<file path="src/rtl/qedmma_fp_divider.sv">
// Signed Q15.16 sequential divider: restoring radix-2 division, 48 quotient bits, saturating output.
// Latency 50 cycles from accept to out_valid; 1 cycle for a zero divisor. Optional QEDMMA_DIV_ROUND_EN rounds to nearest.
// Backpressure: result held in DONE until out_ready; in_ready only while IDLE.
module qedmma_fp_divider #(
    parameter int DATA_WIDTH = 32,
    parameter int FRAC_BITS  = 16
) (
    input  logic                  clk,
    input  logic                  rst,
    input  logic                  in_valid,
    output logic                  in_ready,
    input  logic [DATA_WIDTH-1:0] dividend,
    input  logic [DATA_WIDTH-1:0] divisor,
    output logic                  out_valid,
    input  logic                  out_ready,
    output logic [DATA_WIDTH-1:0] quotient,
    output logic                  div_by_zero,
    output logic                  overflow
);
    localparam int MAG_W = DATA_WIDTH + 1;
    localparam int NUM_W = DATA_WIDTH + FRAC_BITS;
    localparam logic [5:0] LAST_CNT = 6'(NUM_W - 1);
    localparam logic [NUM_W:0] POS_LIM = {{(FRAC_BITS+2){1'b0}}, {(DATA_WIDTH-1){1'b1}}};
    localparam logic [NUM_W:0] NEG_LIM = {{(FRAC_BITS+1){1'b0}}, 1'b1, {(DATA_WIDTH-1){1'b0}}};

    typedef enum logic [1:0] {IDLE, CALC, SIGN, DONE} state_t;

    state_t                state_q, state_d;
    logic                  sign_q, sign_d;
    logic [MAG_W-1:0]      dmag_q, dmag_d;
    logic [NUM_W-1:0]      num_q, num_d;
    logic [DATA_WIDTH-1:0] rem_q, rem_d;
    logic [5:0]            cnt_q, cnt_d;
    logic [DATA_WIDTH-1:0] quotient_q, quotient_d;
    logic                  dbz_q, dbz_d;
    logic                  ovf_q, ovf_d;
    logic                  out_valid_q, out_valid_d;
    logic                  in_ready_q, in_ready_d;

    logic [MAG_W-1:0]      a_mag, b_mag, trial;
    logic                  trial_ge;
    logic [NUM_W:0]        mag;

    always_comb begin
        state_d     = state_q;
        sign_d      = sign_q;
        dmag_d      = dmag_q;
        num_d       = num_q;
        rem_d       = rem_q;
        cnt_d       = cnt_q;
        quotient_d  = quotient_q;
        dbz_d       = dbz_q;
        ovf_d       = ovf_q;
        out_valid_d = out_valid_q;

        // Magnitudes are one bit wider so |-2^31| is exact.
        a_mag    = dividend[DATA_WIDTH-1] ? -{dividend[DATA_WIDTH-1], dividend} : {1'b0, dividend};
        b_mag    = divisor[DATA_WIDTH-1]  ? -{divisor[DATA_WIDTH-1], divisor}   : {1'b0, divisor};
        trial    = {rem_q, num_q[NUM_W-1]};
        trial_ge = (trial >= dmag_q);
        mag      = {1'b0, num_q};
`ifdef QEDMMA_DIV_ROUND_EN
        if ({rem_q, 1'b0} >= dmag_q) begin
            mag = mag + 1'b1;
        end
`endif

        case (state_q)
            IDLE: begin
                if (in_valid && in_ready_q) begin
                    dbz_d = 1'b0;
                    ovf_d = 1'b0;
                    if (divisor == '0) begin
                        quotient_d = DATA_WIDTH'(1) << FRAC_BITS;
                        dbz_d      = 1'b1;
                        state_d    = DONE;
                    end else begin
                        sign_d  = dividend[DATA_WIDTH-1] ^ divisor[DATA_WIDTH-1];
                        dmag_d  = b_mag;
                        num_d   = {a_mag[DATA_WIDTH-1:0], {FRAC_BITS{1'b0}}};
                        rem_d   = '0;
                        cnt_d   = '0;
                        state_d = CALC;
                    end
                end
            end
            CALC: begin
                // The numerator shifts out the top while quotient bits shift in below.
                rem_d = trial_ge ? DATA_WIDTH'(trial - dmag_q) : trial[DATA_WIDTH-1:0];
                num_d = {num_q[NUM_W-2:0], trial_ge};
                cnt_d = cnt_q + 6'd1;
                if (cnt_q == LAST_CNT) begin
                    state_d = SIGN;
                end
            end
            SIGN: begin
                if (mag > (sign_q ? NEG_LIM : POS_LIM)) begin
                    ovf_d      = 1'b1;
                    quotient_d = sign_q ? {1'b1, {(DATA_WIDTH-1){1'b0}}} : {1'b0, {(DATA_WIDTH-1){1'b1}}};
                end else begin
                    quotient_d = sign_q ? -mag[DATA_WIDTH-1:0] : mag[DATA_WIDTH-1:0];
                end
                state_d = DONE;
            end
            DONE: begin
                // First DONE cycle raises out_valid; the handshake only counts once it is visible.
                if (!out_valid_q) begin
                    out_valid_d = 1'b1;
                end else if (out_ready) begin
                    out_valid_d = 1'b0;
                    state_d     = IDLE;
                end
            end
            default: state_d = IDLE;
        endcase

        in_ready_d = (state_d == IDLE);
    end

    always_ff @(posedge clk) begin
        if (rst) begin
            state_q     <= IDLE;
            sign_q      <= 1'b0;
            dmag_q      <= '0;
            num_q       <= '0;
            rem_q       <= '0;
            cnt_q       <= '0;
            quotient_q  <= '0;
            dbz_q       <= 1'b0;
            ovf_q       <= 1'b0;
            out_valid_q <= 1'b0;
            in_ready_q  <= 1'b0;
        end else begin
            state_q     <= state_d;
            sign_q      <= sign_d;
            dmag_q      <= dmag_d;
            num_q       <= num_d;
            rem_q       <= rem_d;
            cnt_q       <= cnt_d;
            quotient_q  <= quotient_d;
            dbz_q       <= dbz_d;
            ovf_q       <= ovf_d;
            out_valid_q <= out_valid_d;
            in_ready_q  <= in_ready_d;
        end
    end

    assign in_ready    = in_ready_q;
    assign out_valid   = out_valid_q;
    assign quotient    = quotient_q;
    assign div_by_zero = dbz_q;
    assign overflow    = ovf_q;
endmodule

</file>
<file path="config.mk">
export PLATFORM = sky130hd
export DESIGN_NAME = qedmma_fp_divider
export DESIGN_NICKNAME = d
export VERILOG_FILES = /design/src/rtl/qedmma_fp_divider.sv
export SDC_FILE = /design/constraint.sdc
export NUM_CORES = 1
export LEC_CHECK = 0
export BUFFER_PORTS_ARGS = -buffer_cell sky130_fd_sc_hd__buf_2
export CORE_MARGIN = 2
export CORE_UTILIZATION = 60
export CTS_CLUSTER_SIZE = 30
export DETAILED_ROUTE_END_ITERATION = 8
export PLACE_DENSITY = 0.77
export SLEW_MARGIN = 20
export SYNTH_ARGS = -nofsm -noshare
export SYNTH_HDL_FRONTEND = slang
export SYNTH_SLANG_ARGS = --single-unit
</file>
<file path="constraint.sdc">
create_clock -name clk -period 6.35 [get_ports clk]
set_clock_uncertainty 0.15 [all_clocks]
set_input_delay 0.9525 -clock clk [delete_from_list [all_inputs] [get_ports clk]]
set_output_delay 0.9525 -clock clk [all_outputs]
set_load 0.005 [all_outputs]
</file>
==> impl_metrics.csv <==
group,metric,value,unit
timing,hold_violations,0,
global_route,antenna_found_initial,0,
yosys,postSynthCellCount,1324,
drt,drt_wl_total,28500,um
clock_tree,hold_buffers,0,
die,chipWidth,136,um
timing,rsz0062_at_grt,"false",
yosys,synth_top_family_by_area,"compound AO/OA/AOI/OAI gates",
global_route,grt_pass1_vias,9493,
yosys,synth.area.mux_share,1.44,%
cells_and_area,fillerInstances,1513,
timing,fin_crit,4.14,ns
drt,ant_nets,0,
yosys,netlist_area,10500,um2
placement,gp_congestion,0.935,
cells_and_area,multiInputGateArea,6810,um2
drt,drt_iter0_markers,833,
cells_and_area,regArea,3160,um2
timing,tightestPinTransition,0.996,ns
outcome,status,"finished, final reports clean",
yosys,ys_seq_area_share,30.2,%
yosys,syn-num-nets,1462,
die,fp.dieArea,18500,um2
clock_tree,post_cts_buffers,0,
cells_and_area,fin_cells,1609,
critical_path,end_kind,"flip-flop",
timing,relSlewSlack,31.9,%
yosys,ys_async_sr_fraction,0,%
drt,dr.pass1.iters,7,
cells_and_area,drive_gt1_share,12.2,%
die,initial_core_util,61.0,%
global_route,grtUsageMet2,54.3,%
global_route,met1_usage,37.3,%
yosys,synth_compound_area_share,26.6,%
global_route,use_met3,5.78,%
yosys,synthFlopType,"dfxtp_1",
clock_tree,post_cts_resized,0,
critical_path,worstPathArrival,4.35,ns
power,p_leak,4.82,nW
placement,postPlaceCellArea,11100,um2
critical_path,cp_max_fo,26,
cells_and_area,final_area,11700,um2
die,num_rows,48,
power,p_per_area,400,nW/um2
yosys,synth-edff-count,0,
timing,setup_viol,0,
timing,timing.setup.tns,0,ns
timing,max_freq,0.242,GHz
clock_tree,cts_sinks,158,
critical_path,critPathLaunchType,"primary input",
placement,dp_cells,1576,
die,core,17200,um2
placement,port_buffers,103,
drt,drc,0,
flow_run,max_cap_viol_count,0,
global_route,top_usage_layer,"met2",
clock_tree,tritoncts,"yes",
yosys,ys_seq_elements,158,
cells_and_area,fin_nets,1509,
global_route,grt_pass1_wl,46100,um
global_route,grt_max_degree,69,
drt,wire_per_inst,17.7,um
yosys,synth.avg_cell_area,7.92,um2
global_route,grt.overflow.total,0,
critical_path,required,6.56,ns
placement,hpwl,20200,um
clock_tree,cts_inserted_buffers,17,
critical_path,critPathKind,"primary input to flip-flop",
global_route,grt.total_usage,30.8,%
power,vdd_ir_drop_max,296,uV
clock_tree,clk_latency,0.43,ns
clock_tree,cts_max_level,4,
cells_and_area,diodes,0,
cells_and_area,syn2layout_area_growth,11.4,%
yosys,yosysWarnings,0,
clock_tree,path_clk_slew,0.07,ns
drt,avgViaCountPerCell,6.38,
clock_tree,cts-root-buf,"clkbuf_16",
yosys,synthAdderAreaFrac,8.43,%
die,die_h,136,um
yosys,synthXorXnorAreaFrac,7.86,%
timing,final_max_slew_viol_count,0,
drt,route.vias.total,10300,
timing,timing.final.crit_share,65.2,%
yosys,synth-simple-area-share,20.4,%
yosys,yosysUniqueCellTypes,70,
clock_tree,cts_buffer_depth,2,
worst_hold_path,hold_class,"flip-flop to flip-flop",
die,ios,104,
[final timing paths]
kind,cells past startpoint,endpoint,slack (ns),startpoint
worst min-delay path,2,quotient[27],0.29,quotient[27]
worst max-delay path,9,num_q[40],2.21,divisor[10]
worst min register to register,2,quotient[27],0.29,quotient[27]
worst max register to register,11,rem_q[25],2.30,dmag_q[1]
[stage by stage]
stage / setup slack (ns) / util [%] / hold WS (ns) / power, mW
after floorplan: 2.18 / - / 0.280 / 3.08
after global placement: 2.04 / 64.4 / 0.279 / 3.56
after detailed placement: 1.91 / 64.4 / 0.286 / 3.58
after CTS: 2.29 / 67.8 / 0.297 / 4.64
after global routing: 1.99 / 68.0 / 0.332 / 5.00
final: 2.21 / 68.0 / 0.294 / 4.67
[flip-flops by register name, summed over array words and instances (netlist names)]
name and cells:
rem_q 32, out_valid 1, num_q 48, cnt_q 6, state_q 2, quotient 32
div_by_zero 1, in_ready 1, dmag_q 33, sign_q 1, overflow 1
[kinds of logic after synthesis]
kind of cell | Yosys count
mux | 15
flops | 158
compound gates | 403
simple gates | 442
xor+xnor | 94
fa+ha+maj | 70
buf+inv | 142
[per-layer routing]
layer  up-vias  wire (um)
li1       4991          -
met1      4830      12000
met2       371      14000
met3        72       1670
met4         0        784
met5         -          0
[layout by cell type, fill, tap and decap left out, types with 52 or more instances in the layout]
master,count
nor2_1,165
dfxtp_1,158
buf_2,102
a21oi_1,94
nand2_1,87
ha_1,69
xnor2_1,55
inv_1,54
nor3_1,53
o21ai_0,52
[cell type report]
| type | instances | share of cell area, % |
|---|---|---|
| Multi-Input combinational cell | 1024 | 58.3 |
| Sequential cell | 158 | 27.1 |
| Timing Repair Buffer | 115 | 5.38 |
| Clock buffer | 20 | 3.91 |
| Tap cell | 225 | 2.41 |
| Inverter | 55 | 1.77 |
| Clock inverter | 12 | 1.16 |
[synthesized netlist by cell type, types with 6 or more instances]
master      n  share of area (%)
nor3_1     53                2.5
nor2b_1     9               0.54
o21ai_0    52                2.5
o41ai_1    11               0.92
inv_1      54                1.9
a211oi_1   38                2.7
o21bai_1    7               0.50
and3_1      7               0.42
nand3b_1    6               0.43
nor4_1     17                1.0
nand4_1    24                1.4
ha_1       69                8.2
or4_1       9               0.64
nand3_1    21                1.0
a221o_1    25                2.4
xor2_1     39                3.3
a22oi_1    26                1.9
o31ai_1    18                1.3
or3_1       7               0.42
mux2i_1    14                1.3
xnor2_1    55                4.6
dfxtp_1   158                 30
o221ai_1    6               0.50
a222oi_1   22                2.1
a31oi_1     9               0.54
a22o_1      8               0.67
a21o_1     21                1.5
nor2_1    167                6.0
clkbuf_1   81                2.9
o21ai_1    27                1.3
nand2_1    87                3.1
nand2b_1    9               0.54
a21oi_1    95                4.5
[power breakdown]
part	total (mW)	switching, mW	internal [mW]
logic	2.44	1.44	1.01
registers	1.20	0.0993	1.10
clock network	1.03	0.431	0.603
[critical path, stage by stage]
cell and delay [ns]:
buf_2 0.13, or4_1 0.61, nor4_2 0.54, nand4_1 0.35, a31oi_1 0.33, or2_1 0.73
buf_4 0.41, a22oi_1 0.13, a21oi_1 0.16
(Power assumes the default switching activity.)
